--- config.mk ---
export PLATFORM = sky130hd
export DESIGN_NAME = qsort_ctrl_flat
export DESIGN_NICKNAME = d
export VERILOG_FILES = /design/src/rtl/qsort_ctrl_if.sv /design/src/rtl/qsort_ctrl.sv /design/src/flat_wrapper.sv
export SDC_FILE = /design/constraint.sdc
export NUM_CORES = 1
export LEC_CHECK = 0
export CAP_MARGIN = 10
export CORE_MARGIN = 2
export CORE_UTILIZATION = 35
export CTS_BUF_LIST = sky130_fd_sc_hd__clkbuf_4 sky130_fd_sc_hd__clkbuf_8
export DETAILED_ROUTE_END_ITERATION = 8
export PLACE_DENSITY_LB_ADDON = 0.08
export SYNTH_ARGS = -nofsm -noshare
export SYNTH_HDL_FRONTEND = slang
export SYNTH_SLANG_ARGS = --single-unit
--- constraint.sdc ---
create_clock -name clk -period 5.4 [get_ports clk]
set_input_delay 1.62 -clock clk [delete_from_list [all_inputs] [get_ports clk]]
set_output_delay 1.62 -clock clk [all_outputs]
set_load 0.05 [all_outputs]
--- src/rtl/qsort_ctrl_if.sv ---
// Handshake bundle between the quicksort scheduler and its partition partner.
// The master side is the scheduler; the slave side is the loader/partition environment.
interface qsort_ctrl_if #(
  parameter int K = 10
) ();
  localparam int IW = $clog2(K) + 1;

  logic          start;
  logic [IW-1:0] count;
  logic          finish_sort;
  logic [IW-1:0] index;
  logic [IW-1:0] H;
  logic [IW-1:0] No_element;
  logic          start_sort;
  logic          busy;
  logic          done;
  logic          err;

  modport master (
    input  start, count, finish_sort, index,
    output H, No_element, start_sort, busy, done, err
  );

  modport slave (
    output start, count, finish_sort, index,
    input  H, No_element, start_sort, busy, done, err
  );
endinterface

--- src/rtl/qsort_ctrl.sv ---
// Quicksort scheduler: keeps a LIFO of pending {lo, n} ranges and feeds them one at a
// time to the partition stage until every remaining range holds fewer than two elements.
module qsort_ctrl #(
  parameter int N = 23,
  parameter int M = 8,
  parameter int K = 10
) (
  input  logic        clk,
  input  logic        rst_n,
  qsort_ctrl_if.master bus
);
  localparam int IW = $clog2(K) + 1;
  localparam int AW = (K > 1) ? $clog2(K) : 1;
  localparam logic [IW-1:0] ONE  = IW'(1);
  localparam logic [IW-1:0] TWO  = IW'(2);
  localparam logic [IW-1:0] KMAX = IW'(K);

  if (K < 2 || N < 1 || M < 0) begin : g_bad_params
    $error("qsort_ctrl: K must be >= 2 and the element format must be non-empty");
  end

  typedef enum logic [2:0] {
    S_IDLE, S_POP, S_SETUP, S_RUN, S_SPLIT, S_DONE
  } state_t;

  state_t        state_q;
  logic [IW-1:0] sp_q;
  logic [IW-1:0] h_q;
  logic [IW-1:0] n_q;
  logic [IW-1:0] p_q;
  logic          start_sort_q;
  logic          busy_q;
  logic          done_q;
  logic          err_q;

  logic [IW-1:0] stk_lo [K];
  logic [IW-1:0] stk_n  [K];

  logic [IW-1:0] top_d, sp1_d, last_d;
  logic [IW-1:0] lft_n_d, rgt_lo_d, rgt_n_d;
  logic [IW-1:0] big_lo_d, big_n_d, sml_lo_d, sml_n_d;
  logic          bad_p_d, big_ok_d, sml_ok_d;
  logic [IW-1:0] push_d;
  logic          wa_en, wb_en;
  logic [AW-1:0] wa_addr, wb_addr;
  logic [IW-1:0] wa_lo, wa_n, wb_lo, wb_n;

  // Child ranges of the captured pivot; the larger child goes deeper in the stack.
  always_comb begin
    top_d    = sp_q - ONE;
    sp1_d    = sp_q + ONE;
    last_d   = h_q + n_q - ONE;
    lft_n_d  = p_q - h_q;
    rgt_lo_d = p_q + ONE;
    rgt_n_d  = last_d - p_q;
    bad_p_d  = (p_q < h_q) || (p_q > last_d);
    if (lft_n_d >= rgt_n_d) begin
      big_lo_d = h_q;      big_n_d = lft_n_d;
      sml_lo_d = rgt_lo_d; sml_n_d = rgt_n_d;
    end else begin
      big_lo_d = rgt_lo_d; big_n_d = rgt_n_d;
      sml_lo_d = h_q;      sml_n_d = lft_n_d;
    end
    big_ok_d = !bad_p_d && (big_n_d >= TWO);
    sml_ok_d = !bad_p_d && (sml_n_d >= TWO);
    push_d   = IW'(big_ok_d) + IW'(sml_ok_d);

    wa_en   = 1'b0;
    wa_addr = sp_q[AW-1:0];
    wa_lo   = big_lo_d;
    wa_n    = big_n_d;
    wb_en   = 1'b0;
    wb_addr = sp1_d[AW-1:0];
    wb_lo   = sml_lo_d;
    wb_n    = sml_n_d;
    case (state_q)
      S_IDLE: begin
        if (bus.start && (bus.count >= TWO) && (bus.count <= KMAX)) begin
          wa_en   = 1'b1;
          wa_addr = '0;
          wa_lo   = '0;
          wa_n    = bus.count;
        end
      end
      S_SPLIT: begin
        wa_en = big_ok_d;
        wb_en = sml_ok_d;
      end
      default: ;
    endcase
  end

  always_ff @(posedge clk) begin
    if (wa_en) begin
      stk_lo[wa_addr] <= wa_lo;
      stk_n[wa_addr]  <= wa_n;
    end
    if (wb_en) begin
      stk_lo[wb_addr] <= wb_lo;
      stk_n[wb_addr]  <= wb_n;
    end
  end

  always_ff @(posedge clk or negedge rst_n) begin
    if (!rst_n) begin
      state_q      <= S_IDLE;
      sp_q         <= '0;
      h_q          <= '0;
      n_q          <= '0;
      p_q          <= '0;
      start_sort_q <= 1'b0;
      busy_q       <= 1'b0;
      done_q       <= 1'b0;
      err_q        <= 1'b0;
    end else begin
      done_q <= 1'b0;
      case (state_q)
        S_IDLE: begin
          if (bus.start) begin
            busy_q <= 1'b1;
            if (bus.count > KMAX) begin
              err_q   <= 1'b1;
              done_q  <= 1'b1;
              state_q <= S_DONE;
            end else if (bus.count <= ONE) begin
              err_q   <= 1'b0;
              done_q  <= 1'b1;
              state_q <= S_DONE;
            end else begin
              err_q   <= 1'b0;
              sp_q    <= ONE;
              state_q <= S_POP;
            end
          end
        end
        S_POP: begin
          if (sp_q == '0) begin
            done_q  <= 1'b1;
            state_q <= S_DONE;
          end else begin
            h_q     <= stk_lo[top_d[AW-1:0]];
            n_q     <= stk_n[top_d[AW-1:0]];
            sp_q    <= top_d;
            state_q <= S_SETUP;
          end
        end
        // One idle cycle with the new range stable lets the partner re-arm.
        S_SETUP: begin
          start_sort_q <= 1'b1;
          state_q      <= S_RUN;
        end
        S_RUN: begin
          if (bus.finish_sort) begin
            p_q          <= bus.index;
            start_sort_q <= 1'b0;
            state_q      <= S_SPLIT;
          end
        end
        S_SPLIT: begin
          if (bad_p_d) begin
            err_q   <= 1'b1;
            done_q  <= 1'b1;
            state_q <= S_DONE;
          end else begin
            sp_q    <= sp_q + push_d;
            state_q <= S_POP;
          end
        end
        S_DONE: begin
          busy_q  <= 1'b0;
          state_q <= S_IDLE;
        end
        default: state_q <= S_IDLE;
      endcase
    end
  end

  assign bus.H          = h_q;
  assign bus.No_element = n_q;
  assign bus.start_sort = start_sort_q;
  assign bus.busy       = busy_q;
  assign bus.done       = done_q;
  assign bus.err        = err_q;
endmodule

--- src/flat_wrapper.sv ---
// flat-port wrapper written by rule: the top's interface ports become plain ports
module qsort_ctrl_flat 
#(
  parameter int N = 23,
  parameter int M = 8,
  parameter int K = 10
)
  (clk, rst_n, bus_start, bus_count, bus_finish_sort, bus_index, bus_H, bus_No_element, bus_start_sort, bus_busy, bus_done, bus_err);
  qsort_ctrl_if #(.K(K)) bus_i ();
  input  logic clk;
  input  logic rst_n;
  input wire logic [$bits(bus_i.start)-1:0] bus_start;
  input wire logic [$bits(bus_i.count)-1:0] bus_count;
  input wire logic [$bits(bus_i.finish_sort)-1:0] bus_finish_sort;
  input wire logic [$bits(bus_i.index)-1:0] bus_index;
  output wire logic [$bits(bus_i.H)-1:0] bus_H;
  output wire logic [$bits(bus_i.No_element)-1:0] bus_No_element;
  output wire logic [$bits(bus_i.start_sort)-1:0] bus_start_sort;
  output wire logic [$bits(bus_i.busy)-1:0] bus_busy;
  output wire logic [$bits(bus_i.done)-1:0] bus_done;
  output wire logic [$bits(bus_i.err)-1:0] bus_err;
  assign bus_i.start = bus_start;
  assign bus_i.count = bus_count;
  assign bus_i.finish_sort = bus_finish_sort;
  assign bus_i.index = bus_index;
  assign bus_H = bus_i.H;
  assign bus_No_element = bus_i.No_element;
  assign bus_start_sort = bus_i.start_sort;
  assign bus_busy = bus_i.busy;
  assign bus_done = bus_i.done;
  assign bus_err = bus_i.err;
  qsort_ctrl #(.N(N), .M(M), .K(K)) u_core (.clk(clk), .rst_n(rst_n), .bus(bus_i));
endmodule
==> impl_metrics.yaml <==
outcome:
  status: "finished clean"
logic_synthesis:
  synthCells: 629
  ys.flop_type: "edfxtp_1"
  yosysTopAreaCell: "edfxtp_1"
  synthArstFlopShare_pct: 21.3
  ys_seq_area_share_pct: 47.8
  yosysUniqueCellTypes: 56
  yosysMostFrequentCell: "mux2i_1"
  yosys-top-cells-count: "116 x mux2i_1, 100 x edfxtp_1, 53 x nand2_1, 33 x inv_1, 30 x ha_1"
  syn_area_um2: 7690
  synth.area.top_cells: "edfxtp_1 39%, mux2i_1 15%, dfrtp_1 8.8%, mux4_2 5.9%, ha_1 4.9%"
  yosys_register_bits: 127
  yosysWarnings: 0
  synth_edf_count: 100
  synth_top_area_share_pct: 39.0
  syn-num-nets: 677
  syn_area_per_cell_um2: 12.2
clocking:
  cts_tree: "done"
  cts.path.max_buffers: 2
  cts_buffers: 17
  cts_root_buffer: "clkbuf_8"
  cts_max_level: 4
  cts.sinks: 127
  cts_hold_buf: 0
  clk_latency_ns: 0.44
  clk_pin_slew_worst_paths_ns: 0.08
floorplan:
  rows: 54
  die_y_um: 152
  initial_core_util_pct: 35.5
  die_w_um: 152
  io_pins: 28
  core-area_um2: 21700
  dieArea_um2: 23200
worst_hold_path:
  worstHoldStart: "u_core.bus.start_sort"
  min_path_type: "reg -> reg"
  min_path_cells: 2
  min_to: "u_core.bus.start_sort"
critical_path:
  crit_chain: "inv_1, ha_1, inv_1, ha_1, fa_1, ha_1, or2b_1, a21oi_2, xor2_2, inv_1, ha_1, a21oi_1, o21a_1, or3_4, nand3_1, fa_1, inv_1, ha_1, nand3_1, o22ai_1, o211a_1, o22a_1"
  r2r-end: "u_core.sp_q[4]"
  worstSetupPathType: "reg -> reg"
  crit_cells: 22
  critPathBufInv: 4
  cp_common_cell: "ha_1"
  r2r_setup_slack_ns: 0.37
  r2r-start: "u_core.bus.H[1]"
  cpMaxStageDelayCell: "fa_1"
  max_stage_delay_ns: 0.45
  critPathTopFamily: "adder cells"
  cp-start-kind: "flop"
  required_ns: 5.77
  setup.worst_path.end_class: "flop"
  rr_worst_depth: 22
  cp.arrival_ns: 5.40
  crit_path_max_fanout: 13
finish:
  diodes: 0
  multiInputGateArea_um2: 3740
  layout.nets: 729
  regArea_um2: 3680
  n_fill_cell: 2088
  synthToLayoutAreaGrowth_pct: 15.0
  post-route-util_pct: 40.8
  layout-drive-gt1-share_pct: 18.0
flow_run:
  drv_cap: 0
placed_design:
  port_buffers: 27
  place_congestion: 0.830
  hpwlAfterDp_um: 14500
  pre_cts_ws_ns: 0.318
global_routing:
  antenna_found_initial: 0
  grt_pass1_vias: 5528
  grtUsageTotal_pct: 18.1
  grt_max_degree: 40
  grt_pass1_wl_um: 32300
  grt-ovfl-total: 0
routing:
  dr.pass1.iters: 5
  drtIter0Drc: 295
  routed_via_density: 5.30
  vias: 5159
  wl_per_cell_um: 20.9
  routed_wl_um: 20400
  route.detailed.drc: 0
  ant_nets: 0
sta:
  hold_viol: 0
  setup_ws_ns: 0.370
  finalSetupViolCount: 0
  worst_slew_margin_rel_pct: 30.1
  fmax_ghz: 0.199
  min_period_ns: 5.03
  worstMarginPinSlew_ns: 1.05
  slew_viol_final: 0
  fin_skew_ns: 0.0162
  period_share_pct: 93.1
kinds of logic after synthesis:
family | share of synthesized area, %
muxes | 23.4
and+or+nand+nor | 8.75
DFF | 47.8
AOI/OAI and AO/OA | 7.86
buffers and inverters | 3.94
adders and majority gates | 5.92
xor gates and xnor gates | 2.25
per-stage QoR:
stage | hold slack, ns | setup TNS, ns | area, um^2 | instances
finish | 0.495 | 0 | 8840 | 974
floorplan | 0.495 | -0.00632 | 7700 | 629
global placement | 0.466 | 0 | 8430 | 940
global route | 0.533 | -0.00151 | 8840 | 974
CTS | 0.502 | 0 | 8820 | 972
detailed placement | 0.482 | 0 | 8430 | 940
worst min-delay path, stage by stage, from the launching register on:
cell and delay (ns):
dfrtp_1 0.35, nand2_1 0.05, o31ai_1 0.06
layout make-up:
cell class	count	share of cell area [%]
Tap cell	280	3.96
Clock inverter	13	1.47
Timing Repair Buffer	66	6.37
Sequential cell	127	41.6
Multi-Input combinational cell	436	42.3
Inverter	33	1.40
Clock buffer	19	2.89
what timing repair did:
| action | CTS | global route |
|---|---|---|
| buffers inserted | 0 | 2 |
| endpoints found under the setup margin | 0 | 1 |
| resized for setup | 0 | 2 |
| hold endpoints to repair | 0 | 0 |
registers in the layout, summed over array words and instances (netlist names):
register,count
u_core.stk_lo,50
u_core.bus.H,5
u_core.sp_q,5
u_core.bus.No_element,5
u_core.bus.busy,1
u_core.state_q,3
u_core.bus.done,1
u_core.bus.start_sort,1
u_core.stk_n,50
u_core.bus.err,1
u_core.p_q,5
how the worst max path moves through the flow:
stage,start,endpoint
after floorplan,u_core.bus.H[1],u_core.stk_lo[0][0]
after global placement,u_core.bus.H[1],u_core.sp_q[4]
after detailed placement,u_core.bus.H[1],u_core.sp_q[4]
after CTS,u_core.bus.H[1],u_core.sp_q[4]
after global routing,u_core.bus.H[1],u_core.sp_q[4]
final,u_core.bus.H[1],u_core.sp_q[4]
per-layer routing:
metal  wire length, um  GRT usage (%)  vias up
li1                  -              -     2468
met1              9380           24.0     2615
met2             10300           31.1       67
met3               548           3.58        9
met4               106           3.29        0
met5                 0              0        -
placed cells by master (no fill, tap or decap), types with 20 or more instances in the layout:
cell,instances
buf_4,39
clkdlybuf4s50_1,27
dfrtp_1,26
edfxtp_1,100
ha_1,30
inv_1,33
mux2i_1,116
mux4_2,20
nand2_1,53
nor2_1,28
o21ai_0,27
Power is not shown: default switching activity piles up to over one toggle a cycle in this logic, so the estimate is an artifact.
